`config.mk`:
```
export PLATFORM = sky130hd
export DESIGN_NAME = oc8051_cxfetch
export DESIGN_NICKNAME = d
export VERILOG_FILES = /design/src/rtl/oc8051_cxfetch.sv
export SDC_FILE = /design/constraint.sdc
export NUM_CORES = 1
export LEC_CHECK = 0
export BUFFER_PORTS_ARGS = -buffer_cell sky130_fd_sc_hd__buf_2
export CORE_MARGIN = 8
export CORE_UTILIZATION = 28
export CTS_BUF_LIST = sky130_fd_sc_hd__clkbuf_2 sky130_fd_sc_hd__clkbuf_4 sky130_fd_sc_hd__clkbuf_8
export CTS_CLUSTER_DIAMETER = 60
export CTS_CLUSTER_SIZE = 12
export DETAILED_ROUTE_END_ITERATION = 16
export PLACE_DENSITY_LB_ADDON = 0.2
export SYNTH_ARGS = -nofsm -noshare
export SYNTH_HDL_FRONTEND = slang
export SYNTH_SLANG_ARGS = --single-unit
```
`constraint.sdc`:
```
create_clock -name clk -period 16.3 [get_ports clk]
set_input_delay 1.63 -clock clk [delete_from_list [all_inputs] [get_ports clk]]
set_output_delay 1.63 -clock clk [all_outputs]
set_load 0.05 [all_outputs]
```
`src/rtl/oc8051_cxfetch.sv`:
```
// Instruction prefetch queue between the combinational code ROM and the oc8051 decoder.
// Optional fetch statistics counters are enabled by defining OC8051_CXFETCH_STATS_EN.
module oc8051_cxfetch #(
   parameter int unsigned DEPTH    = 8,
   parameter logic [15:0] RESET_PC = 16'h0000
) (
   input  logic        clk,
   input  logic        rst,
   output logic [15:0] cxrom_addr,
   input  logic [31:0] cxrom_data_in,
   input  logic        redirect,
   input  logic [15:0] redirect_pc,
   input  logic [1:0]  consume,
   output logic [23:0] fetch_bytes,
   output logic [3:0]  fetch_avail,
   output logic [15:0] fetch_pc,
   output logic [15:0] stall_cnt,
   output logic [15:0] redirect_cnt
);

   localparam int unsigned PTR_W = $clog2(DEPTH);
   localparam int unsigned OCC_W = PTR_W + 1;

   logic [15:0]      fa_q, fa_d;
   logic [15:0]      hp_q, hp_d;
   logic [PTR_W-1:0] rd_q, rd_d;
   logic [PTR_W-1:0] wr_q, wr_d;
   logic [OCC_W-1:0] occ_q, occ_d;
   logic [23:0]      fb_q, fb_d;
   logic [7:0]       q_q [DEPTH];
   logic [7:0]       q_d [DEPTH];

   logic [1:0]       ce;
   logic [OCC_W-1:0] occ_left;
   logic             fill;

   // Next queue state; fetch_bytes is precomputed from it so the output is a flop.
   always_comb begin
      ce       = (occ_q < OCC_W'(consume)) ? 2'(occ_q) : consume;
      occ_left = occ_q - OCC_W'(ce);
      fill     = !redirect && (occ_left <= OCC_W'(DEPTH - 4));

      fa_d  = fa_q;
      hp_d  = hp_q + 16'(ce);
      rd_d  = rd_q + PTR_W'(ce);
      wr_d  = wr_q;
      occ_d = occ_left;
      q_d   = q_q;
      fb_d  = '0;

      if (redirect) begin
         fa_d  = redirect_pc;
         hp_d  = redirect_pc;
         rd_d  = '0;
         wr_d  = '0;
         occ_d = '0;
      end else if (fill) begin
         for (int k = 0; k < 4; k++) begin
            q_d[wr_q + PTR_W'(k)] = cxrom_data_in[8*k +: 8];
         end
         wr_d  = wr_q + PTR_W'(4);
         fa_d  = fa_q + 16'd4;
         occ_d = occ_left + OCC_W'(4);
      end

      for (int i = 0; i < 3; i++) begin
         if (OCC_W'(i) < occ_d) begin
            fb_d[8*i +: 8] = q_d[rd_d + PTR_W'(i)];
         end
      end
   end

   always_ff @(posedge clk) begin
      if (rst) begin
         fa_q  <= RESET_PC;
         hp_q  <= RESET_PC;
         rd_q  <= '0;
         wr_q  <= '0;
         occ_q <= '0;
         fb_q  <= '0;
      end else begin
         fa_q  <= fa_d;
         hp_q  <= hp_d;
         rd_q  <= rd_d;
         wr_q  <= wr_d;
         occ_q <= occ_d;
         fb_q  <= fb_d;
      end
   end

   // Queue storage needs no reset: occupancy gates every read.
   always_ff @(posedge clk) begin
      q_q <= q_d;
   end

   assign cxrom_addr  = fa_q;
   assign fetch_pc    = hp_q;
   assign fetch_avail = 4'(occ_q);
   assign fetch_bytes = fb_q;

`ifdef OC8051_CXFETCH_STATS_EN
   logic [15:0] stall_q, stall_d;
   logic [15:0] rdc_q, rdc_d;

   // Saturating event counters.
   always_comb begin
      stall_d = stall_q;
      rdc_d   = rdc_q;
      if ((occ_q == '0) && (stall_q != 16'hFFFF)) begin
         stall_d = stall_q + 16'd1;
      end
      if (redirect && (rdc_q != 16'hFFFF)) begin
         rdc_d = rdc_q + 16'd1;
      end
   end

   always_ff @(posedge clk) begin
      if (rst) begin
         stall_q <= '0;
         rdc_q   <= '0;
      end else begin
         stall_q <= stall_d;
         rdc_q   <= rdc_d;
      end
   end

   assign stall_cnt    = stall_q;
   assign redirect_cnt = rdc_q;
`else
   assign stall_cnt    = 16'h0000;
   assign redirect_cnt = 16'h0000;
`endif

endmodule

```
Yosys cells after proc, flatten, opt, wreduce, memory -nomap -nowiden
Cells that the tools add are included.

word-level totals
  output and inout port bits = 92
  register bits = 130
  word-level logic and storage cells = 94
  input bits = 53

operators by class
  mux-type cells = 30
  reductions and logical operators = 11
  $lt $le $gt $ge = 16
  bitwise logic cells = 10
  add/subtract/negate cells = 11

operators with widths
  cell                                                                   number
  64-bit bitwise mux                                                     4
  64-bit two-way mux                                                     2
  8-bit demux with 3-bit select                                          4
  8-bit two-way mux                                                      10
  8-bit binary-select mux with 3-bit select                              3
  16-bit two-way mux                                                     3
  4-bit greater-or-equal comparator, second input constant               7
  3-bit NOT with 4-bit output                                            7
  16-bit by 2-bit adder with 16-bit output                               1
  16-bit by 3-bit adder with 16-bit output, second input constant        1
  4-bit by 1-bit < comparator with 1-bit output, second input constant   4
  3-bit by 2-bit adder with 3-bit output, second input constant          3
  1-bit by 4-bit < comparator with 1-bit output, first input constant    2
  4-bit two-way mux                                                      2
  2-bit OR reduction                                                     4
  3-bit by 1-bit adder with 3-bit output, second input constant          2
  1-bit logical AND                                                      5
  4-bit by 3-bit adder with 4-bit output, second input constant          1
  4-bit by 3-bit <= comparator with 1-bit output, second input constant  1
  2-bit by 4-bit < comparator with 1-bit output, first input constant    1
  4-bit by 2-bit < comparator with 1-bit output                          1
  4-bit by 2-bit subtractor with 4-bit output                            1
  3-bit by 2-bit adder with 3-bit output                                 1
  3-bit adder, second input constant                                     1
  5 further kinds                                                        7

Longest topological paths before layout
Gate-level depths: netlist of run 1.

  depth in word-level cells = 14
  gate-level depth with buffers = 23
  gate-level depth less buffers = 19

Least setup slack after synthesis of run 1
OpenSTA, ideal clock, no wires.

  path kind = input-to-reg
  from = input port consume[1]
  to = register fb_q[4], in the netlist fetch_bytes[4]
  path slack = 9.925 ns
  stages = 20
  data required time = 16.214 ns
  arrival = 6.289 ns
  buffers on the path = 3
  library setup time = 0.086 ns
  path through = clkbuf_1 -> inv_1 -> ha_1 -> a2111o_1 -> o21ai_0 -> ha_1 -> clkbuf_1 -> inv_1 -> ha_1 -> nand3b_1 -> o21a_1 -> ha_1 -> a211o_1 -> o221ai_2 -> nand2_2 -> and2_1 -> buf_4 -> mux2i_1 -> mux4_2 -> a211oi_1

on the way
  word-level cells in the longest chain between the ends = 10
  elaborated cells on any way between the ends = 19
  those cells by class = 3 x add/sub; 3 x order compare; 9 x mux; 2 x bitwise; 2 x reduce/logical

RTL lines
  item                                                                                                        RTL line  RTL
  from (decl)                                                                                                 13        input logic [1:0] consume,
  4-bit by 2-bit < comparator with 1-bit output                                                               39        ce = (occ_q < OCC_W'(consume)) ? 2'(occ_q) : consume;
  2-bit two-way mux *                                                                                         39
  4-bit by 2-bit subtractor with 4-bit output                                                                 40        occ_left = occ_q - OCC_W'(ce);
  4-bit by 3-bit <= comparator with 1-bit output                                                              41        fill = !redirect && (occ_left <= OCC_W'(DEPTH - 4));
  1-bit logical AND                                                                                           41
  4-bit two-way mux or 64-bit two-way mux (tied branches)                                                     57        end else if (fill) begin
  4-bit two-way mux or 64-bit two-way mux (tied branches)                                                     51        if (redirect) begin
  1-bit by 4-bit < comparator with 1-bit output or 8-bit binary-select mux with 3-bit select (tied branches)  67, 68
  1-bit NOT (no source line) or 8-bit two-way mux (tied branches)                                             -
  2-bit OR reduction (no source line) or 8-bit two-way mux (tied branches)                                    -
  to (signal assigned)                                                                                        80        fb_q <= '0;
  to (signal assigned)                                                                                        87        fb_q <= fb_d;
  to (decl)                                                                                                   29        logic [23:0] fb_q, fb_d;

Mark *: on every way between the ends. The rest lies on a longest branch, timed or not. The select of a mux whose other input is x is not followed.
A chain may end at the register's enable or synchronous reset.

==> impl_metrics.tcl, run 1 <==
set metrics [dict create \
    first_pass_iters 5 \
    arrival_ps 7330 \
    syn_to_final_growth_pct 15.1 \
    clock_latency_ps 450 \
    cts-resized-gates 0 \
    cts_tree "built" \
    p_total_mw 2.02 \
    n_antenna_cell 0 \
    worst-slew-pin-transition_ps 1100 \
    critPathCaptureType "flop" \
    status "finished, final reports clean" \
    clockBufferDepth 2 \
    ys_types 68 \
    cts_max_level 4 \
    crit_fanout 52 \
    synth-async-reset-ratio_pct 0 \
    yosys_warnings 0 \
    die-area_um2 31800 \
    initial_core_util_pct 28.4 \
    setup_viol 0 \
    cp-endpoint "fetch_bytes[15]" \
    leakage_nw 3.52 \
    drcViolationCount 0 \
    crit_chain "buf_2 -> inv_1 -> ha_1 -> a2111o_1 -> o21ai_0 -> ha_1 -> inv_1 -> ha_1 -> nand3b_1 -> o21a_1 -> ha_1 -> nor3_1 -> o21a_1 -> mux2i_2 -> a211oi_4 -> buf_4 -> buf_4 -> mux2_2 -> mux2_2 -> o211ai_1 -> a211oi_1" \
    period_minus_slack_ps 7050 \
    avgSynthCellArea_um2 8.92 \
    cp.required_ps 16580 \
    crit_top_cell "ha_1" \
    hold_viol 0 \
    cts-root-buf "clkbuf_8" \
    ys_seq_area_share_pct 34.7 \
    ios 145 \
    gp_congestion 0.826 \
    crit_type "in -> reg" \
    cts_setup_buffers 0 \
    hpwl_mm 16.2 \
    finalWirelength_mm 22.8 \
    viasPerCell 4.91 \
    syn_inst 828 \
    fmax_mhz 142 \
    finalNetCount 978 \
    slew_headroom_pct 26.3 \
    vias 6203 \
    floorplan.rows 59 \
    cpPeakStageDelay_ps 590 \
    rsz0062_at_grt "no" \
    r2r_slack_ps 10260 \
    fin_ws_ps 9250 \
    cts_made_buffers 17 \
    power_density_nw_per_um2 238 \
    min_period_over_period_pct 43.2 \
    antenna_found_initial 0 \
    ant_nets 0 \
    grt_pass1_vias 5977 \
    final_area_um2 8500 \
    tns_ps 0 \
    grt_max_degree 71 \
    drt_iter0_markers 394 \
    ys_ff_latch 128 \
    die_x_um 178 \
    fin_skew_ps 15.8 \
    r2r-end "fetch_bytes[15]" \
    drv_slew 0 \
    vdd_drop_max_v 0.000113 \
    clk_pin_slew_worst_paths_ps 80 \
    nFillCells 2782 \
    rr_startpoint "fetch_avail[1]" \
    place_ws_ps 8840 \
    grt_first_pass_wirelength_mm 34.8 \
    cts_hold_buf 0 \
    placed_area_um2 8070 \
    placeableCoreArea_um2 26000 \
    whs_ps 451 \
    startpoint "consume[1]" \
    cts.sinks 128 \
    grt_usage_pct 14.0 \
    wl_per_cell_um 18.0 \
    port_buffers 112 \
    netlist_area_um2 7380 \
    cap_violations 0 \
    critPathLaunchType "input pin" \
    drive_above_1_share_pct 22.8 \
    slowest_stage "buf_4" \
    grt_overflow 0 \
    fp.dieH_um 178 \
    synth-main-ff-cell "dfxtp_1" \
    hp-class "reg -> reg" \
    reg2regPathDepth 19 \
    synth_edf_count 0 \
]
Yosys cell counts (3+ instances only):
cell type | instances | area (um^2)
buf_4 | 35 | 263
xor2_1 | 11 | 96.3
nand2_1 | 95 | 357
mux2_2 | 42 | 473
and3_1 | 6 | 37.5
a221o_1 | 6 | 60.1
ha_1 | 10 | 125
o211ai_1 | 14 | 105
nor3_1 | 7 | 35.0
nand4_1 | 3 | 18.8
a311oi_1 | 13 | 114
a22oi_1 | 9 | 67.6
o21ai_0 | 11 | 55.1
a211oi_1 | 30 | 225
nand2b_1 | 6 | 37.5
xnor2_1 | 18 | 158
a21oi_1 | 35 | 175
nor2b_1 | 20 | 125
buf_2 | 11 | 55.1
and2_1 | 14 | 87.6
mux2_1 | 5 | 56.3
mux4_2 | 4 | 90.1
inv_1 | 40 | 150
o32ai_1 | 6 | 52.6
o21bai_1 | 5 | 37.5
buf_6 | 4 | 45.0
mux2i_1 | 64 | 641
nor2_1 | 34 | 128
a32oi_1 | 6 | 52.6
a211o_1 | 3 | 26.3
a21boi_0 | 18 | 135
a31oi_1 | 13 | 81.3
buf_1 | 3 | 11.3
clkbuf_1 | 30 | 113
nand3_1 | 24 | 120
o21ai_1 | 3 | 15.0
o21a_1 | 6 | 45.0
dfxtp_1 | 128 | 2560
report_power, final:
| group | total, mW | internal, mW | switching, mW |
|---|---|---|---|
| Clock | 0.298 | 0.162 | 0.136 |
| Combinational | 1.20 | 0.450 | 0.753 |
| Sequential | 0.518 | 0.443 | 0.0756 |
| Total | 2.02 | 1.05 | 0.965 |
area by class of cell:
| type | count | area (um^2) | share of cell area [%] |
|---|---|---|---|
| tap | 335 | 419 | 4.93 |
| timing repair buffer | 120 | 621 | 7.30 |
| clock inverter | 12 | 158 | 1.86 |
| clock buffer | 20 | 269 | 3.17 |
| sequential | 128 | 2560 | 30.2 |
| inverter | 41 | 155 | 1.83 |
| multi-input combinational | 607 | 4310 | 50.8 |
kinds of logic (layout without fill, tap and decap cells):
family                   after synthesis  after routing  synth area share (%)
adder cells (fa/ha/maj)               11             11                  1.83
other                                  1             32                0.0508
flip-flops                           128            128                  34.7
multiplexers                         116            116                  17.3
XOR/XNOR                              30             30                  3.66
AO/OA/AOI/OAI                        194            194                  19.4
buffers and inverters                124            193                  8.68
AND/OR/NAND/NOR                      224            224                  14.5
cell usage in the layout (no fill, tap or decap), types with 13 or more instances in the layout:
cell	n
a21oi_1	35
and2_1	14
nor2_1	34
conb_1	32
clkbuf_8	19
dfxtp_1	128
nor2b_1	20
a21boi_0	18
a31oi_1	13
xnor2_1	17
mux2i_1	64
a211oi_1	30
nand2_1	95
a311oi_1	13
o211ai_1	14
mux2_2	42
buf_2	112
inv_1	39
nand3_1	24
through the flow:
step | util [%] | cells
floorplan | - | 859
global placement | 31.1 | 1231
detailed placement | 31.1 | 1231
CTS | 32.7 | 1263
global route | 32.7 | 1263
finish | 32.7 | 1263
how the worst min path moves through the flow:
stage,startpoint,end,slack [ps],cells after the start
after floorplan,q_q[10],q_q[10],440,2
after CTS,cxrom_addr[0],cxrom_addr[0],450,2
after global routing,cxrom_addr[1],cxrom_addr[1],480,2
after global placement,cxrom_addr[0],cxrom_addr[0],440,2
final,cxrom_addr[0],cxrom_addr[0],450,2
after detailed placement,cxrom_addr[0],cxrom_addr[0],440,2
critical path: cells and delay by family:
kind	cells	cell delay, ps
compound gates	7	1760
buf+inv	5	1420
fa+ha+maj	4	1280
mux	3	860
simple gates	2	350
state kept, by name, summed over array words and instances, names as in the netlist:
register     cells
cxrom_addr      16
fetch_avail      4
fetch_bytes     24
fetch_pc        16
q_q             64
rd_q             3
wr_q             1
routing by layer:
layer / vias to the layer above / global-route usage, % / share of wire, %
met5: - / 0 / 0
met3: 22 / 3.13 / 6.6
met4: 0 / 4.27 / 1.4
met1: 2928 / 18.6 / 47
li1: 3081 / - / -
met2: 172 / 22.4 / 45
Note: power is estimated with default switching activity, not from simulation.
==> inputs of run 2 (changes only) <==
==> constraint.sdc (replaced) <==
create_clock -name clk -period 6.6 [get_ports clk]
set_input_delay 0.66 -clock clk [delete_from_list [all_inputs] [get_ports clk]]
set_output_delay 0.66 -clock clk [all_outputs]
set_load 0.05 [all_outputs]
==> run 2 against run 1 <==
Effect of this change: final area rose by 0.62%; clock power rose by 150%; power is 150% higher; critical endpoint is now fetch_bytes[4].
==> impl_metrics.tcl, run 2 (synthesized netlist as in run 1, its figures left out) <==
set metrics [dict create \
    worstHoldEndpoint "cxrom_addr[0]" \
    nFillCells 2779 \
    cts_setup_buffers 0 \
    fmax_mhz 172 \
    power_density_nw_per_um2 588 \
    rr_startpoint "fetch_avail[1]" \
    port_buffers 112 \
    syn_to_final_growth_pct 15.8 \
    fin_skew_ps 13.3 \
    grt_first_pass_wirelength_mm 35.0 \
    cpPeakStageDelay_ps 510 \
    dp.cells 1236 \
    ant_nets 0 \
    crit_fanout 14 \
    ios 145 \
    r2r-end "fetch_bytes[4]" \
    slowest_stage "a2111o_1" \
    cts_hold_buf 0 \
    wl_per_cell_um 17.8 \
    critPathCaptureType "flop" \
    grt_pass1_vias 6076 \
    initial_core_util_pct 28.4 \
    crit_chain "buf_2 -> inv_1 -> ha_1 -> a2111o_1 -> o21ai_0 -> ha_1 -> nor2_1 -> o21ai_0 -> a21oi_1 -> o22ai_1 -> ha_1 -> nor3_1 -> o21a_1 -> mux2i_2 -> nand2_2 -> and2_1 -> mux2i_1 -> mux4_2 -> a211oi_1" \
    gp_congestion 0.843 \
    tns_ps 0 \
    cts-resized-gates 0 \
    cts_tree "built" \
    drcViolationCount 0 \
    die_x_um 178 \
    largest_reg_flops 64 \
    crit_type "in -> reg" \
    clk_pin_slew_worst_paths_ps 80 \
    cap_violations 0 \
    cts_max_level 4 \
    reg2regPathDepth 17 \
    clock_latency_ps 450 \
    drv_slew 0 \
    arrival_ps 6150 \
    whs_ps 453 \
    hold_viol 0 \
    first_pass_iters 5 \
    viasPerCell 4.94 \
    leakage_nw 3.55 \
    finalNetCount 983 \
    cp_top_family "compound AO/OA/AOI/OAI gates" \
    slew_headroom_pct 34.7 \
    antenna_found_initial 0 \
    grt_overflow 0 \
    n_antenna_cell 0 \
    placed_area_um2 8120 \
    hpwl_mm 16.0 \
    path_buf_inv 2 \
    grt_max_degree 103 \
    cts.sinks 128 \
    final_area_um2 8550 \
    finalCoreUtilization_pct 32.9 \
    setup_viol 0 \
    drt_iter0_markers 315 \
    grt_usage_pct 14.0 \
    fp.dieH_um 178 \
    final_cell_mix "128 x dfxtp_1, 112 x buf_2, 95 x nand2_1, 64 x mux2i_1, 42 x mux2_2" \
    r2r_slack_ps 840 \
    vias 6260 \
    cts-root-buf "clkbuf_8" \
    drive_above_1_share_pct 23.2 \
    clockBufferDepth 2 \
    status "finished, final reports clean" \
    die-area_um2 31800 \
    cp.required_ps 6950 \
    hp-class "reg -> reg" \
    floorplan.rows 59 \
    min_path_cells 2 \
    period_minus_slack_ps 5810 \
    min_period_over_period_pct 88.0 \
    crit_top_cell "ha_1" \
    worst-slew-pin-transition_ps 975 \
    hold_start "cxrom_addr[0]" \
    top_register "q_q" \
    fin_cells 1268 \
    cts_made_buffers 17 \
    finalWirelength_mm 22.5 \
    layout_commonest_cell "dfxtp_1" \
    critPathLaunchType "input pin" \
    vdd_drop_max_v 0.000292 \
    placeableCoreArea_um2 26000 \
    rsz0062_at_grt "no" \
]
## run 2: cell count changes in the layout (fill, tap and decap cells not counted)
cell / previous run / this run
clkinv_4: 3 / 2
xnor2_2: 1 / 0
buf_4: 8 / 11
xnor2_1: 17 / 18
buf_12: 0 / 2
clkbuf_8: 19 / 18
clkinvlp_4: 3 / 2
inv_6: 1 / 5
clkbuf_4: 1 / 0
## run 2: worst min-delay path, stage by stage (launching register included)
cell and delay [ps]:
dfxtp_1 310, nand2_1 50, a21oi_1 50
## run 2: worst max-delay path by stage
stage,from,end,slack [ps],depth (start not counted)
floorplan,consume[1],fetch_bytes[4],1200,20
global placement,consume[1],fetch_bytes[4],580,19
detailed placement,consume[1],fetch_bytes[4],390,19
CTS,fetch_avail[1],fetch_bytes[4],840,17
global route,consume[1],fetch_bytes[17],430,19
finish,consume[1],fetch_bytes[4],790,19
## run 2: report_power, final
part	internal, mW	switching, mW	total (mW)
clock network	0.389	0.349	0.738
registers	1.09	0.186	1.28
logic	1.15	1.86	3.01
total	2.63	2.40	5.03
## run 2: cell type report
type,instances,area [um^2],share of cell area [%]
clock inverter,14,176,2.06
sequential,128,2560,30.0
tap,335,419,4.90
multi-input combinational,607,4300,50.4
timing repair buffer,125,683,7.99
inverter,41,155,1.81
clock buffer,18,248,2.90
## run 2: stage by stage
stage / setup slack [ps] / total power, mW
after detailed placement: 391 / 4.33
after global placement: 584 / 4.33
after CTS: 838 / 5.10
final: 794 / 5.03
after global routing: 429 / 5.42
after floorplan: 1200 / 3.60
## run 2: metal layers
layer / track usage (%) / vias to the layer above / share of wire [%]
li1: - / 3089 / -
met1: 18.9 / 2963 / 46
met2: 22.2 / 185 / 46
met3: 3.24 / 23 / 6.7
met4: 3.62 / 0 / 1.3
met5: 0 / - / 0
==> inputs of run 3 (changes only) <==
--- a/config.mk
+++ b/config.mk
@@ -6,9 +6,9 @@
 export NUM_CORES = 1
 export LEC_CHECK = 0
 export BUFFER_PORTS_ARGS = -buffer_cell sky130_fd_sc_hd__buf_2
+export CORE_ASPECT_RATIO = 0.7
 export CORE_MARGIN = 8
 export CORE_UTILIZATION = 28
-export CTS_BUF_LIST = sky130_fd_sc_hd__clkbuf_2 sky130_fd_sc_hd__clkbuf_4 sky130_fd_sc_hd__clkbuf_8
 export CTS_CLUSTER_DIAMETER = 60
 export CTS_CLUSTER_SIZE = 12
 export DETAILED_ROUTE_END_ITERATION = 16
==> run 3 against run 2 <==
Effect of this change: final area up 2.7%; global-route usage shrank 0.53 points; clock power up 29%; non-clock buffer count is 1 higher; sequential power about the same; power up 4.9%; cell count rose by 1.8%; critical endpoint unchanged.
==> impl_metrics.tcl, run 3 (synthesized netlist as in run 1, its figures left out) <==
set metrics [dict create \
    drt_iter0_markers 436 \
    initial_core_util_pct 28.6 \
    pwr-share-comb_pct 57.7 \
    placeableCoreArea_um2 25800 \
    drv_slew 0 \
    grt_first_pass_wirelength_mm 34.5 \
    clock_latency_ps 420 \
    finalNetCount 984 \
    ios 145 \
    slowest_stage "a2111o_1" \
    antenna_found_initial 0 \
    grt_overflow 0 \
    hp-class "reg -> reg" \
    worst-slew-pin-transition_ps 881 \
    cts_tree "built" \
    top_register "q_q" \
    port_buffers 112 \
    fmax_mhz 168 \
    netSwitchingPower_mw 2.40 \
    largest_reg_flops 64 \
    critPathLaunchType "input pin" \
    setup_viol 0 \
    crit_chain "buf_2 -> inv_1 -> ha_1 -> a2111o_1 -> o21ai_0 -> ha_1 -> inv_1 -> ha_1 -> nand3b_1 -> o21a_1 -> ha_1 -> a211o_1 -> o221ai_2 -> nand2_2 -> and2_1 -> mux2i_1 -> mux4_2 -> a211oi_1" \
    p_int_mw 2.87 \
    startpoint "consume[1]" \
    final_area_um2 8780 \
    clk_pin_slew_worst_paths_ps 60 \
    wl_per_cell_um 17.0 \
    clockBufferDepth 2 \
    power_density_nw_per_um2 600 \
    p_seq_share_pct 24.3 \
    min_period_over_period_pct 90.1 \
    p_sw_share_pct 45.5 \
    crit_top_cell "ha_1" \
    hpwl_mm 16.2 \
    cts_max_level 4 \
    leakage_nw 3.64 \
    cts_made_buffers 17 \
    crit_fanout 14 \
    critPathCaptureType "flop" \
    path_buf_inv 3 \
    cp.required_ps 6930 \
    hold_viol 0 \
    first_pass_iters 7 \
    cts-resized-gates 0 \
    n_antenna_cell 0 \
    p_total_mw 5.27 \
    drcViolationCount 0 \
    nFillCells 2732 \
    hold_start "cxrom_addr[1]" \
    die-area_um2 31900 \
    period_minus_slack_ps 5950 \
    slew_headroom_pct 41.0 \
    cp_top_family "compound AO/OA/AOI/OAI gates" \
    cts_setup_buffers 0 \
    cts.sinks 128 \
    rsz0062_at_grt "no" \
    vias 6234 \
    ant_nets 0 \
    gp_congestion 0.894 \
    vdd_drop_max_v 0.000243 \
    syn_to_final_growth_pct 18.9 \
    crit_type "in -> reg" \
    final_cell_mix "128 x dfxtp_1, 112 x buf_2, 95 x nand2_1, 64 x mux2i_1, 42 x mux2_2" \
    cap_violations 0 \
    status "finished, final reports clean" \
    drive_above_1_share_pct 22.9 \
    rr_startpoint "fetch_avail[1]" \
    placed_area_um2 8200 \
    tns_ps 0 \
    fin_skew_ps 10.8 \
    floorplan.rows 49 \
    grt_max_degree 72 \
    power_frac_clock_pct 18.0 \
    cpPeakStageDelay_ps 510 \
    fp.dieH_um 152 \
    finalWirelength_mm 21.9 \
    grt_pass1_vias 5921 \
    die_x_um 210 \
    viasPerCell 4.83 \
    cts-root-buf "clkbuf_16" \
    arrival_ps 6280 \
    layout_commonest_cell "dfxtp_1" \
    cts_hold_buf 0 \
    grt_usage_pct 13.5 \
]
-- run 3: changes by cell type in the layout (fill, tap and decap cells not counted) --
cell and delta:
buf_4 -2, clkinv_2 +1, inv_6 -5, clkbuf_16 +17
buf_12 +3, clkbuf_1 +3, clkbuf_8 -15, bufinv_16 -1
-- run 3: power by group through the flow --
| stage | combinational [mW] | clock, mW | sequential (mW) |
|---|---|---|---|
| 2_1_floorplan | 2.05 | 0 | 1.55 |
| 3_3_place_gp | 3.04 | 0 | 1.29 |
| 3_5_place_dp | 3.05 | 0 | 1.29 |
| 4_1_cts | 3.06 | 0.982 | 1.28 |
| 5_1_grt | 3.32 | 1.01 | 1.32 |
| 6_report | 3.04 | 0.949 | 1.28 |
-- run 3: path summary, 6_finish.rpt --
kind | end | depth (start not counted) | slack [ps]
setup / recovery | fetch_bytes[4] | 18 | 650
hold / removal | cxrom_addr[1] | 2 | 460
setup reg to reg | fetch_bytes[4] | 16 | 710
hold reg to reg | cxrom_addr[1] | 2 | 460
-- run 3: cell type report --
type | count | area (um^2) | share of cell area, %
repair buffers | 126 | 728 | 8.29
multi-input cells | 607 | 4300 | 49.0
clock inverters | 9 | 108 | 1.23
clock buffers | 23 | 478 | 5.44
well taps | 357 | 447 | 5.09
inverters | 41 | 155 | 1.77
flip-flops and latches | 128 | 2560 | 29.2
-- run 3: per-stage QoR --
stage	setup slack, ps	cells	hold slack (ps)	utilization (%)
floorplan	1200	859	443	-
global placement	541	1259	441	31.8
detailed placement	307	1259	449	31.8
CTS	741	1291	464	34.0
global route	319	1291	484	34.0
finish	655	1291	463	34.0
-- run 3: routing by layer --
metal / share of wire, % / vias to the layer above / routed length [um] / global-route usage, %
met1: 49 / 2971 / 10800 / 18.5
met3: 4.8 / 19 / 1050 / 3.58
met5: 0 / - / 0 / 0
li1: - / 3095 / - / -
met4: 1.2 / 0 / 257 / 3.82
met2: 45 / 149 / 9810 / 20.5
-- run 3: worst reg2reg max path: stages (launching register included) --
cell and delay, ps:
dfxtp_1 580, ha_1 380, a2111o_1 510, o21ai_0 430, ha_1 400, inv_1 140, ha_1 250, nand3b_1 200
o21a_1 190, ha_1 260, a211o_1 300, o221ai_2 400, nand2_2 330, and2_1 490, mux2i_1 200, mux4_2 480
a211oi_1 270
